--- src/rtl/request_link_pkg.sv ---
// Shared definitions for the serial request link.
// Holds the two legal line symbols, the fixed frame header, the frame-length
// helper and the receiver FSM state type.
package request_link_pkg;

    localparam logic [1:0] SYM_ONE  = 2'b01;
    localparam logic [1:0] SYM_ZERO = 2'b10;

    localparam int unsigned         HEADER_W    = 4;
    localparam logic [HEADER_W-1:0] HEADER_BITS = 4'b1101;

    // Header, payload and a single trailer bit.
    function automatic int unsigned frame_len(input int unsigned data_w);
        return HEADER_W + data_w + 1;
    endfunction

    typedef enum logic {
        IDLE = 1'b0,
        RX   = 1'b1
    } rx_state_e;

endpackage

--- src/rtl/request_readin_line_sync.sv ---
// Multi-flop synchronizer for the 2-bit request line.
// Ports:
//   clk, rst_n    : clock, asynchronous active-low reset
//   line          : raw serial line from the other clock domain
//   sym           : synchronized symbol
//   sym_changed_c : high while sym differs from the previous cycle's sym
// All flops, including the previous-symbol register, reset to SYM_ONE so a line
// already idling at 01 out of reset does not look like a transition.
module line_sync
    import request_link_pkg::*;
#(
    parameter int unsigned SYNC_STAGES = 2
) (
    input  logic       clk,
    input  logic       rst_n,
    input  logic [1:0] line,
    output logic [1:0] sym,
    output logic       sym_changed_c
);

    logic [1:0] stages [SYNC_STAGES];
    logic [1:0] prev;

    // Synchronizer chain plus one-cycle history of the synchronized symbol.
    always_ff @(posedge clk or negedge rst_n) begin
        if (!rst_n) begin
            for (int i = 0; i < SYNC_STAGES; i++) begin
                stages[i] <= SYM_ONE;
            end
            prev <= SYM_ONE;
        end else begin
            stages[0] <= line;
            for (int i = 1; i < SYNC_STAGES; i++) begin
                stages[i] <= stages[i-1];
            end
            prev <= stages[SYNC_STAGES-1];
        end
    end

    assign sym           = stages[SYNC_STAGES-1];
    assign sym_changed_c = (stages[SYNC_STAGES-1] != prev);

endmodule

--- src/rtl/request_readin.sv ---
// Receive-side decoder for the 2-bit serial request line.
// Recovers one DATA_W-bit request per frame (HEADER, payload, trailer 0, all
// MSB first, BIT_CYCLES clocks per bit), checks framing and reports the result.
// Ports:
//   clk, rst_n  : clock, asynchronous active-low reset
//   UserInput   : serial line, 01 = bit 1, 10 = bit 0, 00/11 illegal in a frame
//   Request     : last successfully decoded payload, held between frames
//   Request_vld : one-cycle pulse when Request has been updated
//   Frame_err   : one-cycle pulse when a frame is aborted
//   Busy        : high while a frame is being received
module request_readin
    import request_link_pkg::*;
#(
    parameter int unsigned         BIT_CYCLES  = 25,
    parameter int unsigned         DATA_W      = 12,
    parameter logic [HEADER_W-1:0] HEADER      = HEADER_BITS,
    parameter int unsigned         SYNC_STAGES = 2
) (
    input  logic              clk,
    input  logic              rst_n,
    input  logic [1:0]        UserInput,
    output logic [DATA_W-1:0] Request,
    output logic              Request_vld,
    output logic              Frame_err,
    output logic              Busy
);

    localparam int unsigned FRAME_LEN = frame_len(DATA_W);
    localparam int unsigned CNT_W     = $clog2(BIT_CYCLES);
    localparam int unsigned BIT_W     = $clog2(FRAME_LEN);
    localparam int unsigned SAMPLE_PT = BIT_CYCLES / 2;

    logic [1:0]           sym;
    logic                 sym_changed_c;
    rx_state_e            state;
    logic [CNT_W-1:0]     cyc_cnt;
    logic [BIT_W-1:0]     bit_cnt;
    logic [FRAME_LEN-2:0] shreg;
    logic [FRAME_LEN-1:0] frame_c;
    logic                 sym_legal_c;
    logic                 frame_ok_c;
    logic                 last_bit_c;

    line_sync #(
        .SYNC_STAGES (SYNC_STAGES)
    ) u_line_sync (
        .clk           (clk),
        .rst_n         (rst_n),
        .line          (UserInput),
        .sym           (sym),
        .sym_changed_c (sym_changed_c)
    );

    // Frame as it would look once the current symbol is shifted in.
    assign frame_c     = {shreg, (sym == SYM_ONE)};
    assign sym_legal_c = (sym == SYM_ONE) || (sym == SYM_ZERO);
    assign frame_ok_c  = (frame_c[FRAME_LEN-1 -: HEADER_W] == HEADER) && !frame_c[0];
    assign last_bit_c  = (bit_cnt == BIT_W'(FRAME_LEN - 1));

    // Receiver FSM with bit timing, resync and registered outputs.
    always_ff @(posedge clk or negedge rst_n) begin
        if (!rst_n) begin
            state       <= IDLE;
            cyc_cnt     <= '0;
            bit_cnt     <= '0;
            shreg       <= '0;
            Request     <= '0;
            Request_vld <= 1'b0;
            Frame_err   <= 1'b0;
            Busy        <= 1'b0;
        end else begin
            Request_vld <= 1'b0;
            Frame_err   <= 1'b0;
            case (state)
                IDLE: begin
                    if (sym_changed_c && (sym == SYM_ONE)) begin
                        state   <= RX;
                        cyc_cnt <= '0;
                        bit_cnt <= '0;
                        Busy    <= 1'b1;
                    end
                end
                RX: begin
                    if (sym_changed_c) begin
                        // A transition marks a bit boundary. If the counter has
                        // already wrapped (still before the sample point) the bit
                        // counter has advanced; otherwise the bit ended early.
                        cyc_cnt <= '0;
                        if (cyc_cnt > CNT_W'(SAMPLE_PT)) begin
                            bit_cnt <= bit_cnt + BIT_W'(1);
                        end
                    end else if (cyc_cnt == CNT_W'(SAMPLE_PT)) begin
                        cyc_cnt <= cyc_cnt + CNT_W'(1);
                        if (!sym_legal_c) begin
                            Frame_err <= 1'b1;
                            state     <= IDLE;
                            Busy      <= 1'b0;
                        end else if (last_bit_c) begin
                            if (frame_ok_c) begin
                                Request     <= frame_c[DATA_W:1];
                                Request_vld <= 1'b1;
                            end else begin
                                Frame_err <= 1'b1;
                            end
                            state <= IDLE;
                            Busy  <= 1'b0;
                        end else begin
                            shreg <= frame_c[FRAME_LEN-2:0];
                        end
                    end else if (cyc_cnt == CNT_W'(BIT_CYCLES - 1)) begin
                        cyc_cnt <= '0;
                        bit_cnt <= bit_cnt + BIT_W'(1);
                    end else begin
                        cyc_cnt <= cyc_cnt + CNT_W'(1);
                    end
                end
                default: begin
                    state <= IDLE;
                    Busy  <= 1'b0;
                end
            endcase
        end
    end

endmodule

--- config.mk ---
export PLATFORM = sky130hd
export DESIGN_NAME = request_readin
export DESIGN_NICKNAME = d
export VERILOG_FILES = /design/src/rtl/request_link_pkg.sv /design/src/rtl/request_readin_line_sync.sv /design/src/rtl/request_readin.sv
export SDC_FILE = /design/constraint.sdc
export NUM_CORES = 1
export LEC_CHECK = 0
export ABC_CLOCK_PERIOD_IN_PS = 2800
export CORE_AREA = 3 3 89 91
export DETAILED_ROUTE_END_ITERATION = 7
export DIE_AREA = 0 0 92 94
export HOLD_SLACK_MARGIN = 0.12
export PLACE_DENSITY_LB_ADDON = 0.2
export SYNTH_ARGS = -nofsm -noshare
export SYNTH_HDL_FRONTEND = slang
export SYNTH_HIERARCHICAL = 1
export SYNTH_SLANG_ARGS = --single-unit
--- constraint.sdc ---
create_clock -name clk -period 2.8 [get_ports clk]
set_clock_uncertainty 0.15 [all_clocks]
set_input_delay 0.56 -clock clk [delete_from_list [all_inputs] [get_ports clk]]
set_output_delay 0.56 -clock clk [all_outputs]
set_load 0.01 [all_outputs]
==> results.yml, run 1 <==
status:
  status: "completed"
power:
  p_clk_share_pct: 34.7
  leakagePower_nw: 1.16
  seqPwrFrac_pct: 54.2
  switchingPower_w: 0.000356
  p_sw_share_pct: 24.9
  internal_power_w: 0.00107
  comb_power_share_pct: 11.1
  p_total_w: 0.00143
  power_density_mw_per_mm2: 563
  ir_drop_mv: 0.167
yosys:
  synth_top_area_share_pct: 52.6
  yosysWarnings: 6
  synthesis.area_sq_mm: 0.00214
  yosys.cell_types.count: 35
  synth-simple-area-share_pct: 14.9
  synth.top_cells.by_area: "dfrtp_1, mux2_2, mux2_4, dfstp_2, ha_1"
  synth-async-reset-ratio_pct: 100
  synth-xor-area-share_pct: 1.23
  synth_top_family_by_area: "multiplexers"
  synth_seq_cells: 48
  synth_edf_count: 0
  yosysTopAreaCell: "dfrtp_1"
  synth_cells: 157
  synth_compound_area_share_pct: 3.16
  synthAdderAreaFrac_pct: 2.92
  synth_area_per_cell_sq_um: 13.6
  syn_nets: 166
  ys_seq_area_share_pct: 56.3
  synthFlopType: "dfrtp_1"
  synthMuxAreaShare_pct: 18.4
place:
  port_buffers: 18
  dp_hpwl_microns: 2600
  gp_congestion: 0.705
  placed_cells: 273
hold_path:
  min_from: "u_line_sync/stages[3]$_DFF_PN0_"
  min_path_type: "reg -> reg"
critical_path:
  cp.arrival_ns: 2.37
  startpoint: "u_line_sync/sym[0]$_DFF_PN1_"
  path_max_fanout: 16
  crit_type: "reg -> reg"
  reg2reg_slack_ns: 0.46
  r2r-start: "u_line_sync/sym[0]$_DFF_PN1_"
  start_kind: "flip-flop"
  endpoint_kind: "flip-flop"
  critPathRequiredTime_ns: 2.83
detailed_routing:
  drc: 0
  drtPass1Iterations: 4
  final_antenna_net_count: 0
  vias: 1263
  first_iter_violations: 49
  routed_wl_microns: 3730
  avgRoutedWirePerCell_microns: 13.2
  viasPerCell: 4.48
clock_tree:
  root_buffer: "clkbuf_8"
  cts_tree: "done"
  cts_max_level: 2
  numClockSinks: 48
  cts_resized: 0
  insertion_delay_ns: 0.29
  cts_made_buffers: 5
  clk_pin_slew_worst_paths_ns: 0.09
  clock_path_buffers: 2
floorplanning:
  die-width_microns: 92
  io_pins: 19
  core_sq_mm: 0.00721
  initial_utilization_pct: 29.7
  dieHeight_microns: 94
  rows: 31
  die_area_sq_mm: 0.00865
sta:
  fin_hold_ws_ns: 0.216
  tns_ns: 0
  rsz0062_at_grt: "no"
  clock.fmax_mhz: 428
  slew_headroom_pct: 66.9
  worst_slew_pin_slew_ns: 0.492
  setup_violations: 0
  fin_crit_ns: 2.34
  post-route-period-util_pct: 83.5
  finalHoldViolations: 0
  slew_violations: 0
cells_and_area:
  layout.cells.non_filler: 282
  drive_gt1_share_pct: 28.4
  diodes: 0
  area_growth_pct: 18.5
  nNetsFinal: 191
grt:
  grt_pass1_wl_microns: 6760
  track_usage_pct: 9.78
  globalRouteOverflowTotal: 0
  grt_max_degree: 30
  grt_pass1_vias: 1432
  antenna_found_initial: 0
run:
  drv_cap: 0
-- Yosys cell counts (all sizes together) (2+ instances only) --
master  count
a21oi       3
nor2b       3
mux2       29
and2        2
o21ai       7
dfstp       3
nand2       8
inv         6
mux2i       3
nand2b      4
ha          5
nand4       7
buf         4
xnor2       2
nor2        4
and3b       2
nand3       2
nor3        7
dfrtp      45
-- area by class of cell --
type,count,area [sq um]
flip-flops and latches,48,1200
inverters,6,22.5
clock inverters,2,35.0
fillers,736,4680
clock buffers,6,72.6
multi-input cells,99,870
well taps,99,124
repair buffers,22,208
-- metal layers --
metal	GRT usage (%)	vias to the layer above	share of wire, %
li1	-	602	-
met1	12.2	642	46
met2	16.3	15	50
met3	2.64	4	3.0
met4	3.47	0	0.89
met5	0	-	0
-- layout by cell type, fill, tap and decap left out, types with 4 or more instances in the layout --
master / netlist / routed
inv_1: 6 / 6
nand4_1: 7 / 7
o21ai_0: 7 / 7
clkbuf_8: 0 / 5
nor2_1: 4 / 4
nand2b_1: 4 / 4
dfrtp_1: 45 / 45
mux2_2: 19 / 19
nand2_1: 8 / 8
nor3_1: 5 / 5
ha_1: 5 / 5
mux2_4: 10 / 10
clkdlybuf4s50_1: 0 / 17
-- logic make-up after synthesis --
family                   Yosys count
AND/OR/NAND/NOR                   47
multiplexers                      32
adder cells (fa/ha/maj)            5
flip-flops                        48
XOR/XNOR                           3
buffers and inverters             10
AO/OA/AOI/OAI                     12
-- critical path, stage by stage (launching register included) --
cell	delay, ns
dfstp_2	0.56
xnor2_1	0.11
nand2_1	0.16
and2b_1	0.33
nand3_4	0.13
nor3_4	0.12
buf_4	0.29
mux2_2	0.37
-- registers in the layout, summed over array words and instances, names as in the netlist --
register,cells
Frame_err,1
u_line_sync/sym,2
bit_cnt,5
u_line_sync/prev,2
cyc_cnt,5
u_line_sync/stages,2
shreg,16
Busy,1
Request,12
state,1
Request_vld,1
-- stage by stage --
stage / setup WS, ns / util [%] / area, sq um
6_report: 0.463 / 35.2 / 2540
5_1_grt: 0.311 / 35.2 / 2540
4_1_cts: 0.446 / 35.2 / 2540
3_5_place_dp: 0.454 / 33.5 / 2420
3_3_place_gp: 0.515 / 33.5 / 2420
2_1_floorplan: 0.580 / - / 2140
-- power by group through the flow --
stage / logic (W) / registers [W] / clock network, W
after global routing: 0.000183 / 0.000782 / 0.000550
after detailed placement: 0.000159 / 0.000789 / 0
final: 0.000159 / 0.000774 / 0.000495
after CTS: 0.000161 / 0.000775 / 0.000516
after global placement: 0.000153 / 0.000785 / 0
after floorplan: 0.000108 / 0.000778 / 0
-- final timing paths --
kind                                                 to  cells after the start
setup / recovery                   shreg[3]$_DFFE_PN0P_                      7
hold / removal             u_line_sync/sym[1]$_DFF_PN0_                      0
setup reg to reg                   shreg[3]$_DFFE_PN0P_                      7
hold reg to reg            u_line_sync/sym[1]$_DFF_PN0_                      0
max in group asynchronous  u_line_sync/sym[0]$_DFF_PN1_                      3
min in group asynchronous               state$_DFF_PN0_                      2
-- what timing repair did --
| action | in CTS | in global routing |
|---|---|---|
| buffers inserted | 0 | 0 |
| hold buffers | 1 | 0 |
| endpoints found under the hold margin | 17 | 0 |
(Power assumes the default switching activity.)
==> inputs of run 2 (changes only) <==
- ABC_CLOCK_PERIOD_IN_PS: 2800 -> 1900
- clock period: 2.8 -> 1.9 ns (I/O delays scaled with it)
==> run 2 against run 1 <==
  * The flow now finishes with violations (setup timing)
  * Hold slack worse by 0.013 ns
  * Sequential power is 46% higher
  * Via count increased by 8.1%
  * First-iteration DRC count down 47%
  * Largest power group unchanged
  * Critical path type unchanged
  * Non-clock buffer count up 22
  * Flip-flop and latch count unchanged
  * Critical path depth rose by 1
==> results.yml, run 2 (same netlist as run 1, synthesis figures left out) <==
clock_tree:
  cts_max_level: 2
  insertion_delay_ns: 0.30
  root_buffer: "clkbuf_8"
  clock_path_buffers: 2
  cts_tree: "done"
  cts_made_buffers: 5
  clk_pin_slew_worst_paths_ns: 0.09
  numClockSinks: 48
critical_path:
  start_kind: "flip-flop"
  path_max_fanout: 3
  cp.arrival_ns: 2.17
  max_stage_delay_ns: 0.57
  critPathRequiredTime_ns: 1.98
  critical_path.cell_chain: "xnor2_1, nand2_1, buf_4, buf_6, nor2b_4, or4_4, nand4_1, mux2i_1"
  endpoint_kind: "flip-flop"
  cp_slowest_cell: "dfstp_2"
  crit_type: "reg -> reg"
place:
  port_buffers: 18
  placed_area_sq_mm: 0.00268
  dp_hpwl_microns: 2940
  placed_cells: 292
  gp_congestion: 0.726
floorplanning:
  dieHeight_microns: 94
  die_area_sq_mm: 0.00865
  io_pins: 19
  die-width_microns: 92
  core_sq_mm: 0.00721
  initial_utilization_pct: 29.7
  rows: 31
sta:
  fin_crit_ns: 2.09
  finalHoldViolations: 0
  fin_hold_ws_ns: 0.203
  rsz0062_at_grt: "yes"
  slew_violations: 0
  post-route-period-util_pct: 110
  timing.final.ws_setup_ns: -0.191
  clock.fmax_mhz: 478
  worst_slew_pin_slew_ns: 0.456
  setup_violations: 35
  slew_headroom_pct: 69.6
run:
  drv_cap: 0
cells_and_area:
  top_register: "shreg"
  largest_reg_flops: 16
  nNetsFinal: 213
  nFillCells: 698
  area_growth_pct: 36.0
  mostFrequentLayoutCells: "dfrtp_1, mux2_4, clkdlybuf4s50_1, buf_4, nand2_1"
  reg_top3: "shreg x16, Request x12"
  final_common_cell: "dfrtp_1"
  layout.cells.non_filler: 304
  drive_gt1_share_pct: 42.9
  stdcell_area_sq_mm: 0.00291
  diodes: 0
grt:
  grt_pass1_vias: 1504
  antenna_found_initial: 0
  grt_max_degree: 21
  globalRouteOverflowTotal: 0
  grt_pass1_wl_microns: 7690
  track_usage_pct: 11.2
detailed_routing:
  drc: 0
  routed_wl_microns: 4400
  vias: 1365
  viasPerCell: 4.49
  final_antenna_net_count: 0
  avgRoutedWirePerCell_microns: 14.5
  first_iter_violations: 26
  drtPass1Iterations: 4
power:
  p_sw_share_pct: 27.3
  internal_power_w: 0.00154
  switchingPower_w: 0.000580
  comb_power_share_pct: 17.6
  p_clk_share_pct: 29.1
  leakagePower_nw: 1.31
  power_density_mw_per_mm2: 729
  ir_drop_mv: 0.251
  seqPwrFrac_pct: 53.3
status:
  violations: "setup timing"
  status: "finished with violations"
hold_path:
  min_path_type: "reg -> reg"
## run 2: changes by cell type in the layout (fill, tap and decap cells not counted), sizes merged
cell and change:
buf +22, clkinvlp +1, bufinv -1
## run 2: power by group through the flow
stage          registers, W  logic (W)  clock network, W
6_report            0.00113   0.000373          0.000617
5_1_grt             0.00114   0.000418          0.000667
4_1_cts             0.00113   0.000370          0.000631
3_5_place_dp        0.00115   0.000329                 0
3_3_place_gp        0.00115   0.000318                 0
2_1_floorplan       0.00115   0.000166                 0
## run 2: final timing paths
check                                                     start                       endpoint  slack [ns]  depth (start not counted)
worst max-delay path               u_line_sync/sym[0]$_DFF_PN1_         bit_cnt[2]$_DFFE_PN0P_       -0.19                          8
worst min-delay path            u_line_sync/stages[3]$_DFF_PN0_   u_line_sync/sym[1]$_DFF_PN0_        0.20                          0
worst max register to register     u_line_sync/sym[0]$_DFF_PN1_         bit_cnt[2]$_DFFE_PN0P_       -0.19                          8
max in group asynchronous                                 rst_n         bit_cnt[4]$_DFFE_PN0P_        0.63                          3
min in group asynchronous                                 rst_n  u_line_sync/prev[1]$_DFF_PN0_        0.42                          2
worst min register to register  u_line_sync/stages[3]$_DFF_PN0_   u_line_sync/sym[1]$_DFF_PN0_        0.20                          0
## run 2: area by class of cell
class                      count  area, sq um  share of cell area (%)
clock buffer                   6         72.6                    2.49
inverter                       6         22.5                   0.774
multi-input combinational     99         1040                    35.9
tap                           99          124                    4.26
sequential                    48         1200                    41.4
timing repair buffer          44          429                    14.7
clock inverter                 2         12.5                   0.430
## run 2: stage by stage
stage | worst slack [ns] | utilization (%) | TNS (ns) | power, W
after floorplan | -0.293 | - | -6.33 | 0.00131
after global placement | -0.208 | 37.1 | -5.73 | 0.00147
after detailed placement | -0.235 | 37.1 | -6.51 | 0.00148
after CTS | -0.243 | 40.6 | -6.37 | 0.00213
after global routing | -0.269 | 40.3 | -7.74 | 0.00223
final | -0.191 | 40.3 | -5.08 | 0.00212
## run 2: what timing repair did
action / 4_1_cts / 5_1_grt
endpoints found under the setup margin: 35 / 35
buffers inserted: 3 / 2
hold endpoints to repair: 17 / 0
hold buffers: 1 / 0
gates resized for setup: 28 / 4
pin swaps: 4 / 9
gates cloned: 1 / 0
## run 2: metal layers
metal | global-route usage, % | share of wire, %
met5 | 0 | 0
met4 | 3.47 | 0.57
met3 | 2.48 | 2.2
met2 | 17.4 | 50
met1 | 15.5 | 47
## run 2: worst max-delay path: cells and delay by family, from the launching register on
family / cells / cell delay [ns]
simple gates: 4 / 0.76
flops: 1 / 0.57
buf+inv: 2 / 0.25
mux: 1 / 0.19
xor+xnor: 1 / 0.12
